[config.mk]
export PLATFORM = sky130hd
export DESIGN_NAME = instruction_decode_stage
export DESIGN_NICKNAME = d
export VERILOG_FILES = /design/src/rtl/instruction_decode_stage.sv
export SDC_FILE = /design/constraint.sdc
export NUM_CORES = 2
export LEC_CHECK = 0
export CAP_MARGIN = 20
export CORE_UTILIZATION = 30
export DETAILED_ROUTE_END_ITERATION = 7
export HOLD_SLACK_MARGIN = 0.12
export PLACE_DENSITY = 0.53
export SYNTH_ARGS = -nofsm -noshare
export SYNTH_HDL_FRONTEND = slang
export SYNTH_SLANG_ARGS = --single-unit
[constraint.sdc]
create_clock -name CLK -period 3.3 [get_ports CLK]
set_input_delay 0.66 -clock CLK [delete_from_list [all_inputs] [get_ports CLK]]
set_output_delay 0.66 -clock CLK [all_outputs]
set_load 0.02 [all_outputs]
[src/rtl/instruction_decode_stage.sv]
// MIPS decode stage: field slicing, control decode, 32x32 register file with
// write-through bypass, load-use stall detection and the ID/EX pipeline register.
module instruction_decode_stage (
    input  logic        CLK,
    input  logic        RESET,
    input  logic [31:0] instruction_in,
    input  logic        flush,
    input  logic        ex_mem_read,
    input  logic [4:0]  ex_rt,
    input  logic        wb_write_enable,
    input  logic [4:0]  wb_reg_addr,
    input  logic [31:0] wb_data,
    output logic        PC_write_enable,
    output logic        id_ex_valid,
    output logic        id_ex_illegal,
    output logic [4:0]  id_ex_rs,
    output logic [4:0]  id_ex_rt,
    output logic [4:0]  id_ex_rd,
    output logic [4:0]  id_ex_shamt,
    output logic [31:0] id_ex_rs_data,
    output logic [31:0] id_ex_rt_data,
    output logic [31:0] id_ex_imm_ext,
    output logic        id_ex_reg_write,
    output logic        id_ex_mem_read,
    output logic        id_ex_mem_write,
    output logic        id_ex_alu_src,
    output logic        id_ex_reg_dst,
    output logic        id_ex_mem_to_reg,
    output logic        id_ex_branch,
    output logic        id_ex_branch_ne,
    output logic [3:0]  id_ex_alu_op
);

    localparam logic [3:0] ALU_ADD = 4'd0, ALU_SUB = 4'd1, ALU_AND = 4'd2,
                           ALU_OR  = 4'd3, ALU_SLT = 4'd4, ALU_NOR = 4'd5,
                           ALU_SLL = 4'd6, ALU_SRL = 4'd7, ALU_XOR = 4'd8;

    typedef struct packed {
        logic        valid;
        logic        illegal;
        logic [4:0]  rs;
        logic [4:0]  rt;
        logic [4:0]  rd;
        logic [4:0]  shamt;
        logic [31:0] rs_data;
        logic [31:0] rt_data;
        logic [31:0] imm_ext;
        logic        reg_write;
        logic        mem_read;
        logic        mem_write;
        logic        alu_src;
        logic        reg_dst;
        logic        mem_to_reg;
        logic        branch;
        logic        branch_ne;
        logic [3:0]  alu_op;
    } id_ex_t;

    logic [5:0]  opcode, funct;
    logic [4:0]  rs, rt, rd, shamt;
    logic [15:0] imm;

    assign opcode = instruction_in[31:26];
    assign rs     = instruction_in[25:21];
    assign rt     = instruction_in[20:16];
    assign rd     = instruction_in[15:11];
    assign shamt  = instruction_in[10:6];
    assign funct  = instruction_in[5:0];
    assign imm    = instruction_in[15:0];

    logic       legal, rt_src, zext;
    logic       c_reg_write, c_mem_read, c_mem_write, c_alu_src;
    logic       c_reg_dst, c_mem_to_reg, c_branch, c_branch_ne;
    logic [3:0] c_alu_op;

    always_comb begin
        legal        = 1'b1;
        rt_src       = 1'b0;
        zext         = 1'b0;
        c_reg_write  = 1'b0;
        c_mem_read   = 1'b0;
        c_mem_write  = 1'b0;
        c_alu_src    = 1'b0;
        c_reg_dst    = 1'b0;
        c_mem_to_reg = 1'b0;
        c_branch     = 1'b0;
        c_branch_ne  = 1'b0;
        c_alu_op     = ALU_ADD;
        case (opcode)
            6'h00: begin
                c_reg_write = 1'b1;
                c_reg_dst   = 1'b1;
                rt_src      = 1'b1;
                case (funct)
                    6'h20:   c_alu_op = ALU_ADD;
                    6'h22:   c_alu_op = ALU_SUB;
                    6'h24:   c_alu_op = ALU_AND;
                    6'h25:   c_alu_op = ALU_OR;
                    6'h26:   c_alu_op = ALU_XOR;
                    6'h27:   c_alu_op = ALU_NOR;
                    6'h2A:   c_alu_op = ALU_SLT;
                    6'h00:   c_alu_op = ALU_SLL;
                    6'h02:   c_alu_op = ALU_SRL;
                    default: legal    = 1'b0;
                endcase
            end
            6'h08: begin c_reg_write = 1'b1; c_alu_src = 1'b1; end
            6'h0A: begin c_reg_write = 1'b1; c_alu_src = 1'b1; c_alu_op = ALU_SLT; end
            6'h0C: begin c_reg_write = 1'b1; c_alu_src = 1'b1; c_alu_op = ALU_AND; zext = 1'b1; end
            6'h0D: begin c_reg_write = 1'b1; c_alu_src = 1'b1; c_alu_op = ALU_OR;  zext = 1'b1; end
            6'h23: begin
                c_reg_write  = 1'b1;
                c_alu_src    = 1'b1;
                c_mem_read   = 1'b1;
                c_mem_to_reg = 1'b1;
            end
            6'h2B: begin c_mem_write = 1'b1; c_alu_src = 1'b1; rt_src = 1'b1; end
            6'h04: begin c_branch = 1'b1; c_alu_op = ALU_SUB; rt_src = 1'b1; end
            6'h05: begin
                c_branch    = 1'b1;
                c_branch_ne = 1'b1;
                c_alu_op    = ALU_SUB;
                rt_src      = 1'b1;
            end
            default: legal = 1'b0;
        endcase
    end

    // Register file; $0 is never written and always reads zero
    logic [31:0] regs [32];

    always_ff @(posedge CLK or negedge RESET) begin
        if (!RESET) begin
            for (int i = 0; i < 32; i++) regs[i] <= '0;
        end else if (wb_write_enable && wb_reg_addr != 5'd0) begin
            regs[wb_reg_addr] <= wb_data;
        end
    end

    logic [31:0] rs_data, rt_data;

    // Same-cycle write-back is forwarded so the decode sees the new value
    always_comb begin
        rs_data = regs[rs];
        rt_data = regs[rt];
        if (wb_write_enable && wb_reg_addr == rs) rs_data = wb_data;
        if (wb_write_enable && wb_reg_addr == rt) rt_data = wb_data;
        if (rs == 5'd0) rs_data = '0;
        if (rt == 5'd0) rt_data = '0;
    end

    logic hazard, stall;

    assign hazard = legal && ex_mem_read && ex_rt != 5'd0 &&
                    (ex_rt == rs || (ex_rt == rt && rt_src));
    assign stall  = hazard && !flush;
    assign PC_write_enable = !RESET || !stall;

    id_ex_t idex_q, idex_d;

    always_comb begin
        idex_d = '0;
        if (!flush && !stall) begin
            if (!legal) begin
                idex_d.illegal = 1'b1;
            end else begin
                idex_d.valid      = 1'b1;
                idex_d.rs         = rs;
                idex_d.rt         = rt;
                idex_d.rd         = rd;
                idex_d.shamt      = shamt;
                idex_d.rs_data    = rs_data;
                idex_d.rt_data    = rt_data;
                idex_d.imm_ext    = zext ? {16'h0, imm} : {{16{imm[15]}}, imm};
                idex_d.reg_write  = c_reg_write;
                idex_d.mem_read   = c_mem_read;
                idex_d.mem_write  = c_mem_write;
                idex_d.alu_src    = c_alu_src;
                idex_d.reg_dst    = c_reg_dst;
                idex_d.mem_to_reg = c_mem_to_reg;
                idex_d.branch     = c_branch;
                idex_d.branch_ne  = c_branch_ne;
                idex_d.alu_op     = c_alu_op;
            end
        end
    end

    always_ff @(posedge CLK or negedge RESET) begin
        if (!RESET) idex_q <= '0;
        else        idex_q <= idex_d;
    end

    assign id_ex_valid      = idex_q.valid;
    assign id_ex_illegal    = idex_q.illegal;
    assign id_ex_rs         = idex_q.rs;
    assign id_ex_rt         = idex_q.rt;
    assign id_ex_rd         = idex_q.rd;
    assign id_ex_shamt      = idex_q.shamt;
    assign id_ex_rs_data    = idex_q.rs_data;
    assign id_ex_rt_data    = idex_q.rt_data;
    assign id_ex_imm_ext    = idex_q.imm_ext;
    assign id_ex_reg_write  = idex_q.reg_write;
    assign id_ex_mem_read   = idex_q.mem_read;
    assign id_ex_mem_write  = idex_q.mem_write;
    assign id_ex_alu_src    = idex_q.alu_src;
    assign id_ex_reg_dst    = idex_q.reg_dst;
    assign id_ex_mem_to_reg = idex_q.mem_to_reg;
    assign id_ex_branch     = idex_q.branch;
    assign id_ex_branch_ne  = idex_q.branch_ne;
    assign id_ex_alu_op     = idex_q.alu_op;

endmodule

==> results by group <==
Run status
  • Run status: finished clean

CTS
  • Clock sinks: 1128
  • Worst-path clk slew: around 0.060 ns
  • CTS tree: yes
  • Clk root buf: clkbuf_16
  • TritonCTS Buffers: approximately 130
  • CTS Buffer Depth: 3
  • Clock latency on the worst-skew pair: ~0.76 ns
  • CTS H-tree depth: 4

Floorplan
  • Die width: 446 um
  • Starting Density: between 30% and 40%
  • Die height: 446 um
  • Die area: about 0.2 sq mm
  • IO Pins: 210
  • Core Region: approximately 0.20 sq mm
  • Num rows: approximately 160

STA
  • Hold Vio Cnt, Final: 0
  • Rel. slew slack: approximately two fifths
  • Final setup vio count: 0
  • Final Slew Violations: 0
  • RSZ-0062 raised after global routing: false
  • Worst slew pin tran: ~0.9 ns
  • Max Freq: roughly 0.32 GHz
  • Fin crit period: 3.13 ns
  • Layout Skew: 0.0244 ns
  • Setup WS post-layout: between 0.15 and 0.2 ns
  • Fin crit share: between 90% and 100%

Synth
  • Synth top area cells: dfrtp_1, mux2_2, mux4_2
  • Area leader, netlist: dfrtp_1
  • Main combinational cell family by area after synthesis: multiplexers
  • Post-synthesis sequential area ratio: 47.7%
  • Synth warnings: 0
  • Simple-Gate Fraction of Synth Area: roughly 3.6%
  • Cell variety after synth: 61
  • Cells after Synth: approximately 4100
  • Synth Area in Adders: 0%
  • Most common cell in the netlist: dfrtp_1
  • Leading cell types by count after synthesis: dfrtp_1, mux2_2, mux4_2
  • Share of the synthesized area in the top cell type: between 40% and 50%
  • Post-synthesis mux area share: around two fifths
  • Syn nets: approximately 4200
  • Compound-gate portion of the synthesized area: 3.60%
  • Ys async rst share: 100%
  • Seq cells post-synth: around 1100
  • Synthesized area per cell: between 10 and 15 sq um
  • Number of flops mapped to enable cells by yosys: 0
  • Most common flop cell mapped by yosys: dfrtp_1
  • Xor and xnor area share after synthesis: less than 1%
  • Post-synthesis cell area: a little under 0.06 sq mm

Routing
  • DRC viols: 0
  • Antenna Violating Nets Remaining: 0
  • Total number of vias: 37100
  • WL/cell: 27.6 um
  • DRT iter0 DRCs: 2578
  • Post-Route WL: 191000 um
  • Drt pass-1 iters: 5
  • Vias/cell: between 5 and 6

Cells and area
  • Fill count: about 19000
  • Multi-input logic area: about 0.029 sq mm
  • Final core occ: a little over a third
  • Final net count: 4289
  • Area grow syn2layout: 18.4%
  • Inserted Diodes: 0
  • Post-route cell area: around 0.07 sq mm
  • Share of layout cells above drive strength 1: approximately 44%
  • Storage cell area: approximately 0.028 sq mm

Job
  • Max Cap Violations: 0

Setup path
  • Critical Path RT: 2.64 ns
  • Reg2reg end: id_ex_rs_data[2]$_DFF_PN0_
  • WS Path Type: in2out
  • CP Launch Type: input port
  • Worst R2R Path Depth: 4
  • Crit-path max cell delay: about 0.45 ns
  • Worst-path cell chain: clkdlybuf4s50_1 -> buf_4 -> xnor2_1 -> nand3_1 -> nor3_1 -> o221ai_4 -> inv_2 -> nand3_4 -> buf_6
  • R2R setup slack: between 1 and 1.5 ns
  • CP max FO: 3
  • CP max stage cell: clkdlybuf4s50_1
  • WP data arrival: approximately 2.5 ns
  • Worst R2R Start: regs[706]$_DFFE_PN0P_
  • Crit. End Element: output port

Placed design
  • GP Congestion: approximately 0.8
  • Detailed Place HPWL: 116000 um
  • Worst slack, placed: -1.03 ns
  • Port-buffer cells: roughly 210
  • Cell Area, Placed: roughly 0.066 sq mm

GRT
  • Initial antenna violation count: 3
  • Pin count of the biggest net entering global routing: ~140
  • GRT Total Usage: 19.2%
  • First-pass GRT wire length: between 200000 and 300000 um
  • Number of global-route vias before repair: just under 40000
  • Overflow after GRT: 0

Pwr
  • Peak supply drop: between 0.0005 and 0.0006 V
  • Pwr dens: 576 mW/mm^2
  • Static leakage: between 20 and 30 nW

Hold path
  • Hold WC Path Type: in2async
## cells in the final DEF, fill, tap and decap left out, drive strengths merged, types with 3 or more instances in the layout
| cell type | count |
|---|---|
| a21oi | 96 |
| nor2 | 127 |
| nand3 | 11 |
| o22ai | 31 |
| xor2 | 15 |
| nor3b | 5 |
| a21boi | 5 |
| buf | 260 |
| clkinv | 21 |
| dlygate4sd2 | 3 |
| inv | 9 |
| clkbuf | 199 |
| mux2i | 255 |
| nand2 | 114 |
| bufinv | 5 |
| xnor2 | 5 |
| and3 | 65 |
| clkdlybuf4s50 | 193 |
| nor2b | 35 |
| a22oi | 32 |
| o211ai | 32 |
| mux2 | 1024 |
| dfrtp | 1128 |
| nor3 | 36 |
| nor4 | 3 |
| a211oi | 67 |
| nand3b | 5 |
| mux4 | 448 |
| nand2b | 6 |
| and2 | 6 |
| o21ai | 4 |
| a31oi | 33 |
| or2 | 4 |
## sequential cells by signal (all words and copies together) (netlist names)
| register | cells |
|---|---|
| id_ex_valid | 1 |
| id_ex_mem_read | 1 |
| id_ex_rs | 5 |
| id_ex_alu_src | 1 |
| id_ex_reg_dst | 1 |
| id_ex_imm_ext | 17 |
| id_ex_alu_op | 4 |
| id_ex_reg_write | 1 |
| id_ex_branch_ne | 1 |
| id_ex_rt_data | 32 |
| id_ex_rt | 5 |
| regs | 1024 |
| id_ex_rs_data | 32 |
| id_ex_mem_write | 1 |
| id_ex_illegal | 1 |
| id_ex_branch | 1 |
## where the power goes
part | switching (mW) | internal (mW) | total [mW]
logic | 3.06 | 4.62 | 7.68
registers | 1.67 | 16.2 | 17.9
clock network | 5.97 | 8.79 | 14.8
total | 10.7 | 29.7 | 40.4
## layout make-up
| type | count | share of cell area, % |
|---|---|---|
| multi-input cells | 2482 | 41.2 |
| flip-flops and latches | 1128 | 40.3 |
| repair buffers | 459 | 7.59 |
| clock buffers | 198 | 5.75 |
| well taps | 2624 | 4.68 |
| clock inverters | 30 | 0.427 |
| inverters | 7 | 0.0375 |
## through the flow
step	setup TNS [ns]	instances	power [mW]	hold slack [ns]
floorplan	0	4088	23.4	0.364
global placement	-43.88	6697	25.6	0.376
detailed placement	-34.79	6697	25.8	0.382
CTS	0	6926	40.8	0.330
global route	0	6928	42.2	0.370
finish	0	6928	40.4	0.379
## per-layer routing
layer	GRT usage, %	vias up	wire length (um)
li1	-	15700	-
met3	2.87	285	7790
met5	0	-	0
met4	5.81	0	5530
met2	32.6	875	94800
met1	25.3	20200	82900
## worst max-delay path: cells and delay by family
family                 cells  cell delay [ns]
AND/OR/NAND/NOR            3             0.54
buffers and inverters      4             0.89
AO/OA/AOI/OAI              1             0.23
XOR/XNOR                   1             0.14
## how the worst max path moves through the flow
stage / start / end / slack, ns / cells past startpoint
2_1_floorplan: instruction_in[20] / PC_write_enable / 0.46 / 9
3_3_place_gp: instruction_in[27] / PC_write_enable / -1.13 / 10
3_5_place_dp: instruction_in[27] / PC_write_enable / -1.03 / 10
4_1_cts: instruction_in[31] / PC_write_enable / 0.01 / 9
5_1_grt: ex_rt[4] / PC_write_enable / 0.04 / 9
6_report: ex_rt[4] / PC_write_enable / 0.17 / 9
## cell families after synthesis
kind of cell              Yosys count
muxes                            1727
DFF                              1128
buffers and inverters             478
and+or+nand+nor                   428
AOI/OAI and AO/OA                 307
xor gates and xnor gates           20
## repair_timing
item,4_1_cts,5_1_grt
pin swaps,3,1
endpoints found under the hold margin,48,0
setup buffers,1,0
setup endpoints to repair,1,1
gates cloned,0,0
gates resized for setup,18,2
hold buffers,1,0
No activity file was read; power rests on OpenSTA's default activity.
